File: src/rtl/rbm_ctrl_pkg.sv
// Shared definitions for the RBM Gibbs-sampling controller: state encoding
// and default sizing for the step counter and per-pass timeout.
package rbm_ctrl_pkg;

    localparam int STEP_W_DEF  = 8;
    localparam int TIMEOUT_DEF = 1023;

    typedef enum logic [2:0] {
        S_IDLE  = 3'd0,
        S_H_RST = 3'd1,
        S_H_RUN = 3'd2,
        S_V_RST = 3'd3,
        S_V_RUN = 3'd4,
        S_DONE  = 3'd5
    } state_t;

endpackage

File: src/rtl/rbm_phase_timer.sv
// Loadable down-counter guarding a single layer pass. Loaded to TIMEOUT as
// the pass enters its RUN state; expired_o marks the TIMEOUT-th RUN cycle.
module rbm_phase_timer
    import rbm_ctrl_pkg::*;
#(
    parameter int TIMEOUT = TIMEOUT_DEF
) (
    input  logic clock,
    input  logic reset,
    input  logic load_i,
    input  logic en_i,
    output logic expired_o
);

    localparam int CW = $clog2(TIMEOUT + 1);

    logic [CW-1:0] cnt_q;
    logic [CW-1:0] cnt_d;

    // Reload wins over counting; the counter parks at zero rather than wrapping.
    always_comb begin
        cnt_d = cnt_q;
        if (load_i) begin
            cnt_d = CW'(TIMEOUT);
        end else if (en_i && (cnt_q != '0)) begin
            cnt_d = cnt_q - CW'(1);
        end
    end

    // Counter state register.
    always_ff @(posedge clock or posedge reset) begin
        if (reset) begin
            cnt_q <= '0;
        end else begin
            cnt_q <= cnt_d;
        end
    end

    assign expired_o = (cnt_q == CW'(1));

endmodule

File: src/rtl/rbm_gibbs_scheduler.sv
// Contrastive-divergence Gibbs-step sequencer. Runs an up pass (visible to
// hidden), then K rounds of down/up passes, moving the sampled vectors
// between the two layer instances and reseeding their RNGs once per job.
module rbm_gibbs_scheduler
    import rbm_ctrl_pkg::*;
#(
    parameter int VIS_DIM = 15,
    parameter int HID_DIM = 5,
    parameter int STEP_W  = STEP_W_DEF,
    parameter int TIMEOUT = TIMEOUT_DEF
) (
    input  logic               clock,
    input  logic               reset,
    input  logic               start,
    input  logic [STEP_W-1:0]  num_steps,
    input  logic [VIS_DIM-1:0] vis_in,
    output logic               busy,
    output logic               done,
    output logic               err,
    output logic [VIS_DIM-1:0] vis_out,
    output logic [HID_DIM-1:0] hid_out,
    output logic [STEP_W-1:0]  step_cnt,
    output logic               rand_reset,
    output logic               h_reset,
    output logic               h_valid,
    output logic [VIS_DIM-1:0] h_in,
    input  logic [HID_DIM-1:0] h_out,
    input  logic               h_finish,
    output logic               v_reset,
    output logic               v_valid,
    output logic [HID_DIM-1:0] v_in,
    input  logic [VIS_DIM-1:0] v_out,
    input  logic               v_finish
);

    state_t             state_q, state_d;
    logic [VIS_DIM-1:0] vis_q, vis_d;
    logic [HID_DIM-1:0] hid_q, hid_d;
    logic [STEP_W-1:0]  k_q, k_d;
    logic [STEP_W-1:0]  step_q, step_d;
    logic               err_q, err_d;
    logic               first_q, first_d;
    logic               rand_d;
    logic               busy_q, done_q, rand_q;
    logic               h_reset_q, h_valid_q, v_reset_q, v_valid_q;
    logic               tmr_load, tmr_en, tmr_expired;

    rbm_phase_timer #(.TIMEOUT(TIMEOUT)) u_timer (
        .clock     (clock),
        .reset     (reset),
        .load_i    (tmr_load),
        .en_i      (tmr_en),
        .expired_o (tmr_expired)
    );

    // Next-state and datapath-update logic; a finish on the first RUN cycle is
    // stale (left over from the previous pass) and finish beats timeout.
    always_comb begin
        state_d  = state_q;
        vis_d    = vis_q;
        hid_d    = hid_q;
        k_d      = k_q;
        step_d   = step_q;
        err_d    = err_q;
        first_d  = 1'b0;
        rand_d   = 1'b0;
        tmr_load = 1'b0;
        tmr_en   = 1'b0;
        case (state_q)
            S_IDLE: begin
                if (start) begin
                    vis_d   = vis_in;
                    k_d     = num_steps;
                    step_d  = '0;
                    err_d   = 1'b0;
                    rand_d  = 1'b1;
                    state_d = S_H_RST;
                end
            end
            S_H_RST: begin
                tmr_load = 1'b1;
                first_d  = 1'b1;
                state_d  = S_H_RUN;
            end
            S_H_RUN: begin
                tmr_en = 1'b1;
                if (h_finish && !first_q) begin
                    hid_d   = h_out;
                    state_d = (step_q == k_q) ? S_DONE : S_V_RST;
                end else if (tmr_expired) begin
                    err_d   = 1'b1;
                    state_d = S_DONE;
                end
            end
            S_V_RST: begin
                tmr_load = 1'b1;
                first_d  = 1'b1;
                state_d  = S_V_RUN;
            end
            S_V_RUN: begin
                tmr_en = 1'b1;
                if (v_finish && !first_q) begin
                    vis_d   = v_out;
                    step_d  = step_q + STEP_W'(1);
                    state_d = S_H_RST;
                end else if (tmr_expired) begin
                    err_d   = 1'b1;
                    state_d = S_DONE;
                end
            end
            S_DONE: begin
                state_d = S_IDLE;
            end
            default: begin
                state_d = S_IDLE;
            end
        endcase
    end

    // State, vectors and counters; async reset returns everything to IDLE.
    always_ff @(posedge clock or posedge reset) begin
        if (reset) begin
            state_q <= S_IDLE;
            vis_q   <= '0;
            hid_q   <= '0;
            k_q     <= '0;
            step_q  <= '0;
            err_q   <= 1'b0;
            first_q <= 1'b0;
        end else begin
            state_q <= state_d;
            vis_q   <= vis_d;
            hid_q   <= hid_d;
            k_q     <= k_d;
            step_q  <= step_d;
            err_q   <= err_d;
            first_q <= first_d;
        end
    end

    // Registered control outputs decoded from the upcoming state.
    always_ff @(posedge clock or posedge reset) begin
        if (reset) begin
            busy_q    <= 1'b0;
            done_q    <= 1'b0;
            rand_q    <= 1'b0;
            h_reset_q <= 1'b0;
            h_valid_q <= 1'b0;
            v_reset_q <= 1'b0;
            v_valid_q <= 1'b0;
        end else begin
            busy_q    <= (state_d != S_IDLE);
            done_q    <= (state_d == S_DONE);
            rand_q    <= rand_d;
            h_reset_q <= (state_d == S_H_RST);
            h_valid_q <= (state_d == S_H_RUN);
            v_reset_q <= (state_d == S_V_RST);
            v_valid_q <= (state_d == S_V_RUN);
        end
    end

    assign busy       = busy_q;
    assign done       = done_q;
    assign err        = err_q;
    assign rand_reset = rand_q;
    assign vis_out    = vis_q;
    assign hid_out    = hid_q;
    assign step_cnt   = step_q;
    assign h_reset    = h_reset_q | reset;
    assign v_reset    = v_reset_q | reset;
    assign h_valid    = h_valid_q;
    assign v_valid    = v_valid_q;
    assign h_in       = vis_q;
    assign v_in       = hid_q;

endmodule

File: config.mk
export PLATFORM = sky130hd
export DESIGN_NAME = rbm_gibbs_scheduler
export DESIGN_NICKNAME = d
export VERILOG_FILES = /design/src/rtl/rbm_ctrl_pkg.sv /design/src/rtl/rbm_phase_timer.sv /design/src/rtl/rbm_gibbs_scheduler.sv
export SDC_FILE = /design/constraint.sdc
export NUM_CORES = 1
export LEC_CHECK = 0
export CORE_UTILIZATION = 48
export CTS_CLUSTER_DIAMETER = 60
export CTS_CLUSTER_SIZE = 14
export DETAILED_ROUTE_END_ITERATION = 6
export GPL_TIMING_DRIVEN = 0
export PLACE_DENSITY = 0.85
export SLEW_MARGIN = 10
export SYNTH_ARGS = -nofsm -noshare
export SYNTH_HDL_FRONTEND = slang
export SYNTH_SLANG_ARGS = --single-unit
File: constraint.sdc
create_clock -name clock -period 4.6 [get_ports clock]
set_input_delay 0.69 -clock clock [delete_from_list [all_inputs] [get_ports clock]]
set_output_delay 0.69 -clock clock [all_outputs]
set_load 0.01 [all_outputs]
# Word-level counts from Yosys, hierarchy flattened
# Index checks and enable logic that the tools add are counted.
dict set report totals {
  regBits 58
  elab_cells 73
}
dict set report op_classes {
  bitwise 2
  mux 23
  reduce_logical 16
  eq_ne 15
  n_addsub 2
}
# operator count
set op_table {}
lappend op_table {{$mux 15} 2}
lappend op_table {{$pmux 15 s2} 1}
lappend op_table {{$mux 10} 2}
lappend op_table {{$mux 8} 2}
lappend op_table {{$pmux 8 s2} 1}
lappend op_table {{$mux 3} 5}
lappend op_table {{$pmux 3 s5} 1}
lappend op_table {{$eq 3x2->1 const B} 4}
lappend op_table {{$eq 10x1->1 const B} 1}
lappend op_table {{$reduce_bool 10->1} 1}
lappend op_table {{$sub 10x1->10 const B} 1}
lappend op_table {{$eq 3x3->1 const B} 3}
lappend op_table {{$add 8x1->8 const B} 1}
lappend op_table {{$eq 8x8->1} 1}
lappend op_table {{$mux 1} 8}
lappend op_table {{$ne 2x2->1 const B} 4}
lappend op_table {{$eq 3x1->1 const B} 2}
lappend op_table {{$reduce_bool 3->1} 2}
lappend op_table {{$reduce_and 2->1} 2}
lappend op_table {{$reduce_and 4->1} 1}
lappend op_table {{$reduce_bool 2->1} 2}
lappend op_table {{$reduce_or 2->1} 2}
lappend op_table {{$logic_and 1x1->1} 3}
lappend op_table {{$logic_not 3->1} 1}
lappend op_table {{4 further kinds} 5}

# Longest topological paths before layout
# Gate-level depths: netlist of run 1.
dict set report depth {
  word_depth 6
  depth_mapped 9
  ltp_nobuf 7
}

# Cells and area by module
# From an unflattened synthesis of run 1, not the netlist that was laid out.
dict set report hier_totals {
  hier_cells 302
  area_unflattened_um2 3031.7
}
# mod instances area_each_um2 seq_area_each_um2 cells_each
set modules_own_cells {}
lappend modules_own_cells {rbm_gibbs_scheduler 1 2442.3 1201.2 241}
lappend modules_own_cells {rbm_phase_timer 1 589.3 250.2 61}

# Worst setup path after synthesis of run 1
# OpenSTA, ideal clock, no wires.
dict set report synth_path {
  path_type {input port to flip-flop}
  startpoint {input start}
  endpoint {register k_q[0]}
  required_time_ps 4475
  stages 4
  setup_slack_ps 2802
  arrival_time_ps 1673
  setup_time_ps 125
  cell_sequence {nand2b_1 nor2_1 buf_2 mux2_2}
}
dict set report synth_between {
  elab_chain_len 1
}
# item line_no
set synth_rtl {}
lappend synth_rtl {{start: declaration} rbm_gibbs_scheduler.sv:14} ;# input logic start,
lappend synth_rtl {{$reduce_and 2->1 (no source line)} -}
lappend synth_rtl {{end signal: assignment} rbm_gibbs_scheduler.sv:134} ;# k_q <= k_d;
lappend synth_rtl {{end: declaration} rbm_gibbs_scheduler.sv:39} ;# logic [STEP_W-1:0] k_q, k_d;
# Every way passes these cells.
# A chain may end at the register's enable or synchronous reset.

# Final worst setup path of run 1
dict set report layout_path {
  startpoint {input reset}
  endpoint {output v_reset}
}
dict set report layout_between {
  elab_chain_len 1
}
# item line_no
set layout_rtl {}
lappend layout_rtl {{start: declaration} rbm_gibbs_scheduler.sv:13} ;# input logic reset,
lappend layout_rtl {{$or 1x1->1} rbm_gibbs_scheduler.sv:170} ;# assign v_reset = v_reset_q | reset;
lappend layout_rtl {{end: declaration} rbm_gibbs_scheduler.sv:29} ;# output logic v_reset,
# Every way passes these cells.

==> flow_summary_export.csv, run 1 <==
group,metric,value,unit
placement,dp_hpwl,5070,µm
floorplan,dieArea,6320,µm²
setup_path,ff2ff_path_depth,5,
clocking,cts-buffers-inserted,9,
logic_synthesis,synth_cells,279,
timing,fin_ws,1.99,ns
timing,period_minus_slack,2.61,ns
clocking,h-tree-depth,3,
logic_synthesis,yosysWarnings,0,
clocking,cts.clk_slew.worst_paths,0.06,ns
clocking,cts_setup_buffers,0,
floorplan,start_util,51.1,%
final_layout,mostFrequentLayoutCells,"clkdlybuf4s50_1, dfrtp_1, nand2_1",
logic_synthesis,synth-compound-area-share,6.25,%
clocking,cts_sinks,58,
floorplan,io_pins,104,
final_layout,layout_commonest_cell,"clkdlybuf4s50_1",
pwr,leakage,1.77,nW
setup_path,cp.required,3.91,ns
setup_path,r2r-end,"k_q[0]",
grt,grt_use_total,23.1,%
setup_path,path_class,"in -> out",
routing,postRouteAntennaNets,0,
timing,tns,0,ns
grt,grt_antenna_before_repair,0,
timing,hold_violations,0,
floorplan,rows,27,
final_layout,nets,446,
status,status,"finished clean",
routing,routed_via_density,5.09,
setup_path,r2r-start,"state_q[0]",
logic_synthesis,syn_nets,331,
logic_synthesis,synth_top_family_by_area,"simple AND/OR/NAND/NOR gates",
timing,finClkSkew,0.00707,ns
grt,grt_max_degree,38,
logic_synthesis,ys_seq_elements,58,
placement,portBuffers,103,
routing,drt_iter0_drc,100,
placement,globalplace.congestion,0.824,
setup_path,crit_end,"v_reset",
timing,fmax,384,MHz
grt,grt_first_pass_wirelength,10900,µm
floorplan,core,5640,µm²
timing,drv_slew,0,
routing,finalWirelength,6680,µm
pwr,power_density,599,nW/µm²
final_layout,syn_to_final_growth,45.6,%
logic_synthesis,async_reset_ff_share,100,%
setup_path,crit_fanout,3,
logic_synthesis,synthMuxAreaShare,11.0,%
final_layout,n_antenna_cell,0,
logic_synthesis,yosys.area_share.adder,1.74,%
placement,pre_cts_ws,1.99,ns
logic_synthesis,synth-xor-area-share,6.08,%
pwr,peakVddDrop,0.000330,V
logic_synthesis,ys_seq_area_share,50.4,%
logic_synthesis,yosys.cell_types.count,40,
setup_path,end_kind,"primary output",
routing,vias,2385,
logic_synthesis,synth_area_per_cell,10.3,µm²
setup_path,worstSetupStartpointType,"input port",
clocking,clock-root-buffer,"clkbuf_8",
job,cap_viol_max_count,0,
hold_path,hold_path_class,"reg -> reg",
clocking,cts_tree,"yes",
grt,grt_overflow,0,
setup_path,startpoint,"reset",
timing,worstMarginPinSlew,0.590,ns
logic_synthesis,synth-edff-count,0,
timing,rsz0062_at_grt,"false",
floorplan,die_h,79.5,µm
setup_path,arrival,1.92,ns
timing,maxSlewHeadroom,60.5,%
logic_synthesis,syn_area,2880,µm²
clocking,cts_resized,0,
routing,dr.pass1.iters,4,
clocking,clkLatencyLatePin,0.34,ns
logic_synthesis,synth-simple-area-share,16.5,%
timing,period_share,56.6,%
grt,grt_pass1_vias,2328,
timing,setup_viol,0,
clocking,holdBufCountCts,0,
final_layout,drive_gt1_share,14.6,%
clocking,clockBufferDepth,2,
setup_path,r2r_slack,2.56,ns
floorplan,die_w,79.5,µm
routing,drc,0,
routing,avgRoutedWirePerCell,14.2,µm
logic_synthesis,synth_ff_type,"dfrtp_1",
-- cells in the mapped netlist (2+ instances only) --
cell       n  area [µm²]
mux2_2    13         146
xor2_1     8        70.1
or2_2      2        12.5
nand2_1   33         124
xnor2_1   12         105
and2_1     3        18.8
nor2b_1    2        12.5
mux2i_1   17         170
nand4_1    6        37.5
nand3_1    9        45.0
ha_1       4        50.1
nor3b_1    3        22.5
or3_1      3        18.8
o21ai_0   18        90.1
nor2_1    19        71.3
dfrtp_1   58        1450
nand2b_1   4        25.0
buf_2      4        20.0
clkbuf_1   3        11.3
nor3_1     6        30.0
inv_1     11        41.3
a21oi_1    4        20.0
buf_4     20         150
-- report_power, final --
part / switching [mW] / internal [mW]
Sequential: 0.148 / 0.696
Combinational: 0.533 / 0.709
Clock: 0.185 / 0.241
-- per-layer routing --
metal  vias up  wire length [µm]  track usage, %
li1       1151                 -               -
met1      1148              2680            26.5
met2        72              3480            39.8
met3        14               339            5.71
met4         0               182            11.6
met5         -                 0               0
-- metrics by stage --
stage          cells  total power, mW  util, %  hold WS (ns)  cell area (µm²)
3_5_place_dp     455             2.10     71.3         0.507             4020
3_3_place_gp     454             2.05     70.9         0.480             4000
2_1_floorplan    279             1.52        -         0.463             2880
6_report         469             2.51     74.4         0.515             4200
5_1_grt          469             2.68     74.4         0.544             4200
4_1_cts          469             2.54     74.4         0.522             4200
-- worst min-delay path by stage --
stage | to | from | depth (start not counted)
2_1_floorplan | u_timer.cnt_q[4] | u_timer.cnt_q[4] | 1
3_3_place_gp | u_timer.cnt_q[4] | u_timer.cnt_q[4] | 1
3_5_place_dp | h_in[0] | h_in[0] | 2
4_1_cts | err | err | 2
5_1_grt | err | err | 2
6_report | err | err | 2
-- cell type report --
| type | count | area (µm²) |
|---|---|---|
| fill | 395 | 1450 |
| timing repair buffer | 104 | 1050 |
| buffer | 28 | 193 |
| tap | 72 | 90.1 |
| clock buffer | 10 | 128 |
| sequential | 58 | 1450 |
| clock inverter | 4 | 45.0 |
| multi-input combinational | 182 | 1200 |
| inverter | 11 | 41.3 |
-- worst max-delay path: stages --
cell             delay, ns
clkdlybuf4s50_1       0.44
or2_2                 0.30
clkdlybuf4s50_1       0.48
-- cells by family after synthesis --
kind of cell,after synthesis
flops,58
fa+ha+maj,4
buf+inv,39
xor+xnor,20
simple gates,97
compound gates,31
mux,30
-- flip-flops by register name, indices dropped and copies added (netlist names) --
| register | cells |
|---|---|
| h_in | 15 |
| u_timer.cnt_q | 10 |
| k_q | 8 |
| step_cnt | 8 |
| hid_out | 5 |
| state_q | 3 |
| busy | 1 |
| done | 1 |
| err | 1 |
| first_q | 1 |
| h_reset_q | 1 |
| h_valid | 1 |
| rand_reset | 1 |
| v_reset_q | 1 |
| v_valid | 1 |
Note: power is estimated with default switching activity, not from simulation.
==> run 2, diff against run 1 <==
Settings changed: CORE_UTILIZATION 48 to 45, PLACE_DENSITY 0.85 to 0.81.
Clock period 4.6 ns to 2.6 ns, I/O delays scaled along.
==> flow_summary_export.csv, run 2 (synthesis gave the netlist of run 1 again) <==
group,metric,value,unit
timing,whs,0.446,ns
floorplan,die_h,82.0,µm
routing,vias,2387,
final_layout,mostFrequentLayoutCells,"clkdlybuf4s50_1, dfrtp_1, nand2_1",
routing,drt_iter0_drc,72,
final_layout,largest_register_ffs,15,
clocking,cts.clk_slew.worst_paths,0.06,ns
job,cap_viol_max_count,0,
routing,finalWirelength,6540,µm
final_layout,drive_gt1_share,15.0,%
final_layout,layout_commonest_cell,"clkdlybuf4s50_1",
clocking,h-tree-depth,3,
floorplan,core,6060,µm²
pwr,power_density,1070,nW/µm²
timing,tns,0,ns
clocking,cts_setup_buffers,0,
timing,maxSlewHeadroom,57.7,%
routing,drc,0,
clocking,cts-buffers-inserted,9,
timing,fmax,478,MHz
final_layout,final_area,4230,µm²
routing,postRouteAntennaNets,0,
status,status,"finished clean",
hold_path,hold_path_class,"in -> async",
floorplan,die_w,82.0,µm
floorplan,dieArea,6730,µm²
timing,setup_viol,0,
timing,period_share,80.4,%
floorplan,rows,28,
setup_path,arrival,2.31,ns
clocking,clock-root-buffer,"clkbuf_8",
grt,grt_max_degree,36,
pwr,finalPower,4.53,mW
grt,grt_overflow,0,
timing,drv_slew,0,
grt,grt_first_pass_wirelength,10800,µm
clocking,clkLatencyLatePin,0.34,ns
clocking,holdBufCountCts,0,
setup_path,r2r-start,"state_q[0]",
placement,portBuffers,103,
timing,hold_violations,0,
placement,globalplace.congestion,0.852,
timing,finClkSkew,0.00702,ns
grt,grt_antenna_before_repair,0,
floorplan,io_pins,104,
routing,dr.pass1.iters,4,
final_layout,nets,446,
final_layout,n_antenna_cell,0,
setup_path,worstSetupStartpointType,"register",
setup_path,startpoint,"state_q[0]",
setup_path,path_class,"reg -> reg",
pwr,leakage,1.78,nW
routing,routed_via_density,5.04,
clocking,cts_sinks,58,
timing,period_minus_slack,2.09,ns
routing,avgRoutedWirePerCell,13.8,µm
timing,worstMarginPinSlew,0.632,ns
grt,grt_use_total,21.7,%
placement,dp_hpwl,4940,µm
setup_path,end_kind,"register",
setup_path,crit_fanout,10,
placement,postPlaceCellArea,4030,µm²
setup_path,cp.required,2.82,ns
final_layout,syn_to_final_growth,46.9,%
clocking,clockBufferDepth,2,
floorplan,start_util,47.5,%
clocking,cts_tree,"yes",
timing,rsz0062_at_grt,"false",
clocking,cts_resized,0,
pwr,peakVddDrop,0.000701,V
grt,grt_pass1_vias,2348,
run 2: changes by cell type in the layout (fill, tap and decap cells not counted), sizes merged:
| cell | before | now |
|---|---|---|
| clkinv | 3 | 1 |
| clkbuf | 13 | 15 |
| clkinvlp | 0 | 2 |
run 2: layout make-up:
| cell class | count | area (µm²) |
|---|---|---|
| Buffer | 28 | 193 |
| Clock buffer | 12 | 155 |
| Clock inverter | 4 | 50.0 |
| Fill cell | 485 | 1830 |
| Inverter | 11 | 41.3 |
| Multi-Input combinational cell | 182 | 1200 |
| Sequential cell | 58 | 1450 |
| Tap cell | 75 | 93.8 |
| Timing Repair Buffer | 104 | 1050 |
run 2: critical path: stages, from the launching register on:
cell	delay [ns]
dfrtp_1	0.38
buf_6	0.14
or2_4	0.25
nor2_1	0.51
buf_2	0.34
mux2_2	0.35
run 2: report_power, final:
part / switching (mW) / internal (mW) / total (mW)
clock network: 0.346 / 0.493 / 0.839
registers: 0.260 / 1.23 / 1.49
logic: 0.942 / 1.25 / 2.20
run 2: layer usage:
metal | part of all wire (%) | up-vias | GRT usage, %
met5 | 0 | - | 0
met4 | 2.1 | 0 | 11.2
met3 | 5.3 | 10 | 4.44
met2 | 52 | 73 | 37.8
met1 | 40 | 1149 | 25.0
li1 | - | 1155 | -
run 2: final timing paths:
path / to / slack [ns] / cells past startpoint
setup / recovery: k_q[0] / 0.51 / 5
hold / removal: k_q[2] / 0.45 / 2
setup reg to reg: k_q[0] / 0.51 / 5
hold reg to reg: u_timer.cnt_q[4] / 0.50 / 1
max in group asynchronous: h_in[1] / 1.60 / 3
min in group clock: u_timer.cnt_q[4] / 0.50 / 1
run 2: through the flow:
step | worst slack [ns] | utilization [%] | instances
2_1_floorplan | 0.782 | - | 279
3_3_place_gp | -0.265 | 66.1 | 457
3_5_place_dp | 0.355 | 66.4 | 458
4_1_cts | 0.481 | 69.8 | 474
5_1_grt | 0.444 | 69.8 | 474
6_report | 0.510 | 69.8 | 474
==> run 3, diff against run 2 <==
Settings changed: CORE_UTILIZATION 45 to 40, PLACE_DENSITY 0.81 to 0.76.
Clock period 2.6 ns to 1.8 ns, I/O delays scaled along.
==> flow_summary_export.csv, run 3 (synthesis gave the netlist of run 1 again) <==
group,metric,value,unit
clocking,clockBufferDepth,2,
job,cap_viol_max_count,0,
placement,portBuffers,103,
routing,drc,0,
grt,grt_max_degree,33,
timing,worstMarginPinSlew,0.579,ns
routing,postRouteAntennaNets,0,
routing,avgRoutedWirePerCell,13.6,µm
final_layout,mostFrequentLayoutCells,"clkdlybuf4s50_1, dfrtp_1, nand2_1",
pwr,power_density,1560,nW/µm²
routing,drt_iter0_drc,84,
grt,grt_use_total,18.6,%
setup_path,path_class,"reg -> reg",
pwr,finalPower,6.87,mW
final_layout,layout_commonest_cell,"clkdlybuf4s50_1",
clocking,cts_sinks,58,
floorplan,io_pins,104,
setup_path,r2r_slack,-0.0007,ns
routing,routed_via_density,4.83,
pwr,leakage,1.87,nW
pwr,peakVddDrop,0.000832,V
setup_path,cp.required,2.06,ns
timing,finClkSkew,0.00785,ns
clocking,cts-buffers-inserted,9,
grt,grt_first_pass_wirelength,10700,µm
clocking,clkLatencyLatePin,0.33,ns
status,status,"finished, violations left",
setup_path,worstSetupStartpointType,"register",
final_layout,multi_input_area,1250,µm²
floorplan,die_h,86.9,µm
timing,drv_slew,0,
setup_path,crit_fanout,4,
final_layout,drive_gt1_share,20.3,%
floorplan,dieArea,7550,µm²
final_layout,n_antenna_cell,0,
hold_path,hold_path_class,"in -> async",
timing,fin_ws,-0.000747,ns
routing,dr.pass1.iters,4,
floorplan,start_util,41.9,%
timing,tns,-0.000747,ns
setup_path,end_kind,"register",
setup_path,arrival,2.06,ns
placement,dp_hpwl,4840,µm
timing,maxSlewHeadroom,61.4,%
final_layout,syn_to_final_growth,53.1,%
placement,globalplace.congestion,0.827,
routing,vias,2441,
timing,whs,0.373,ns
final_layout,fillerInstances,560,
clocking,cts_tree,"yes",
clocking,cts.clk_slew.worst_paths,0.07,ns
timing,setup_viol,1,
timing,period_share,100,%
final_layout,nets,456,
floorplan,die_w,86.9,µm
floorplan,core,6870,µm²
final_layout,final_util,64.2,%
timing,hold_violations,0,
status,violations,"setup timing",
clocking,h-tree-depth,3,
final_layout,seqCellArea,1450,µm²
grt,grt_pass1_vias,2391,
timing,fmax,555,MHz
floorplan,rows,30,
timing,period_minus_slack,1.80,ns
final_layout,largest_register_ffs,15,
clocking,clock-root-buffer,"clkbuf_8",
routing,finalWirelength,6880,µm
timing,rsz0062_at_grt,"true",
grt,grt_overflow,0,
grt,grt_antenna_before_repair,0,
[run 3: cell count changes in the layout (fill, tap and decap cells not counted), moves of 2 or more]
cell,delta
dfrtp_2,+2
dfrtp_1,-2
nor2_1,-2
clkbuf_2,+2
buf_4,+9
dlymetal6s2s_1,+2
clkdlybuf4s50_1,-2
buf_2,-2
clkbuf_4,+2
[run 3: worst paths after layout]
| kind | start | to | cells past startpoint |
|---|---|---|---|
| min in group clock | h_in[8] | h_in[8] | 2 |
| worst min register to register | h_in[8] | h_in[8] | 2 |
| max in group asynchronous | reset | h_in[2] | 3 |
| worst min-delay path | reset | v_reset_q | 2 |
| worst max register to register | state_q[0] | step_cnt[5] | 5 |
| worst max-delay path | state_q[0] | step_cnt[5] | 5 |
[run 3: routing by layer]
layer  GRT usage, %  routed length [µm]
met4           8.03                  93
met2           32.2                3560
met1           22.3                2840
met5              0                   0
met3           4.27                 377
[run 3: what timing repair did]
item,4_1_cts,5_1_grt
setup endpoints to repair,17,29
resized for setup,6,17
buffers inserted,3,7
hold buffers,0,0
pin swaps,3,4
[run 3: critical path, cell delays in order, from the launching register on]
cell and delay [ns]:
dfrtp_1 0.37, buf_6 0.12, or2_4 0.24, or4_4 0.52, or3_4 0.34, a21oi_2 0.14
[run 3: metrics by stage]
step	cell area [µm²]	setup slack (ns)	instances
3_5_place_dp	4050	-0.370	479
6_report	4410	-0.000747	505
3_3_place_gp	4030	-0.996	478
2_1_floorplan	2880	0.0199	279
4_1_cts	4310	0.00265	498
5_1_grt	4410	-0.0775	505
[run 3: final cells by class]
cell class / instances / area share [%]
plain buffers: 28 / 4.51
clock buffers: 11 / 3.20
clock inverters: 5 / 1.76
inverters: 11 / 0.993
multi-input cells: 182 / 28.3
flip-flops and latches: 58 / 33.0
well taps: 96 / 2.72
repair buffers: 114 / 25.6
[run 3: power breakdown]
part	switching, mW	total, mW	internal [mW]
clock network	0.513	1.33	0.813
registers	0.386	2.17	1.78
logic	1.44	3.38	1.94
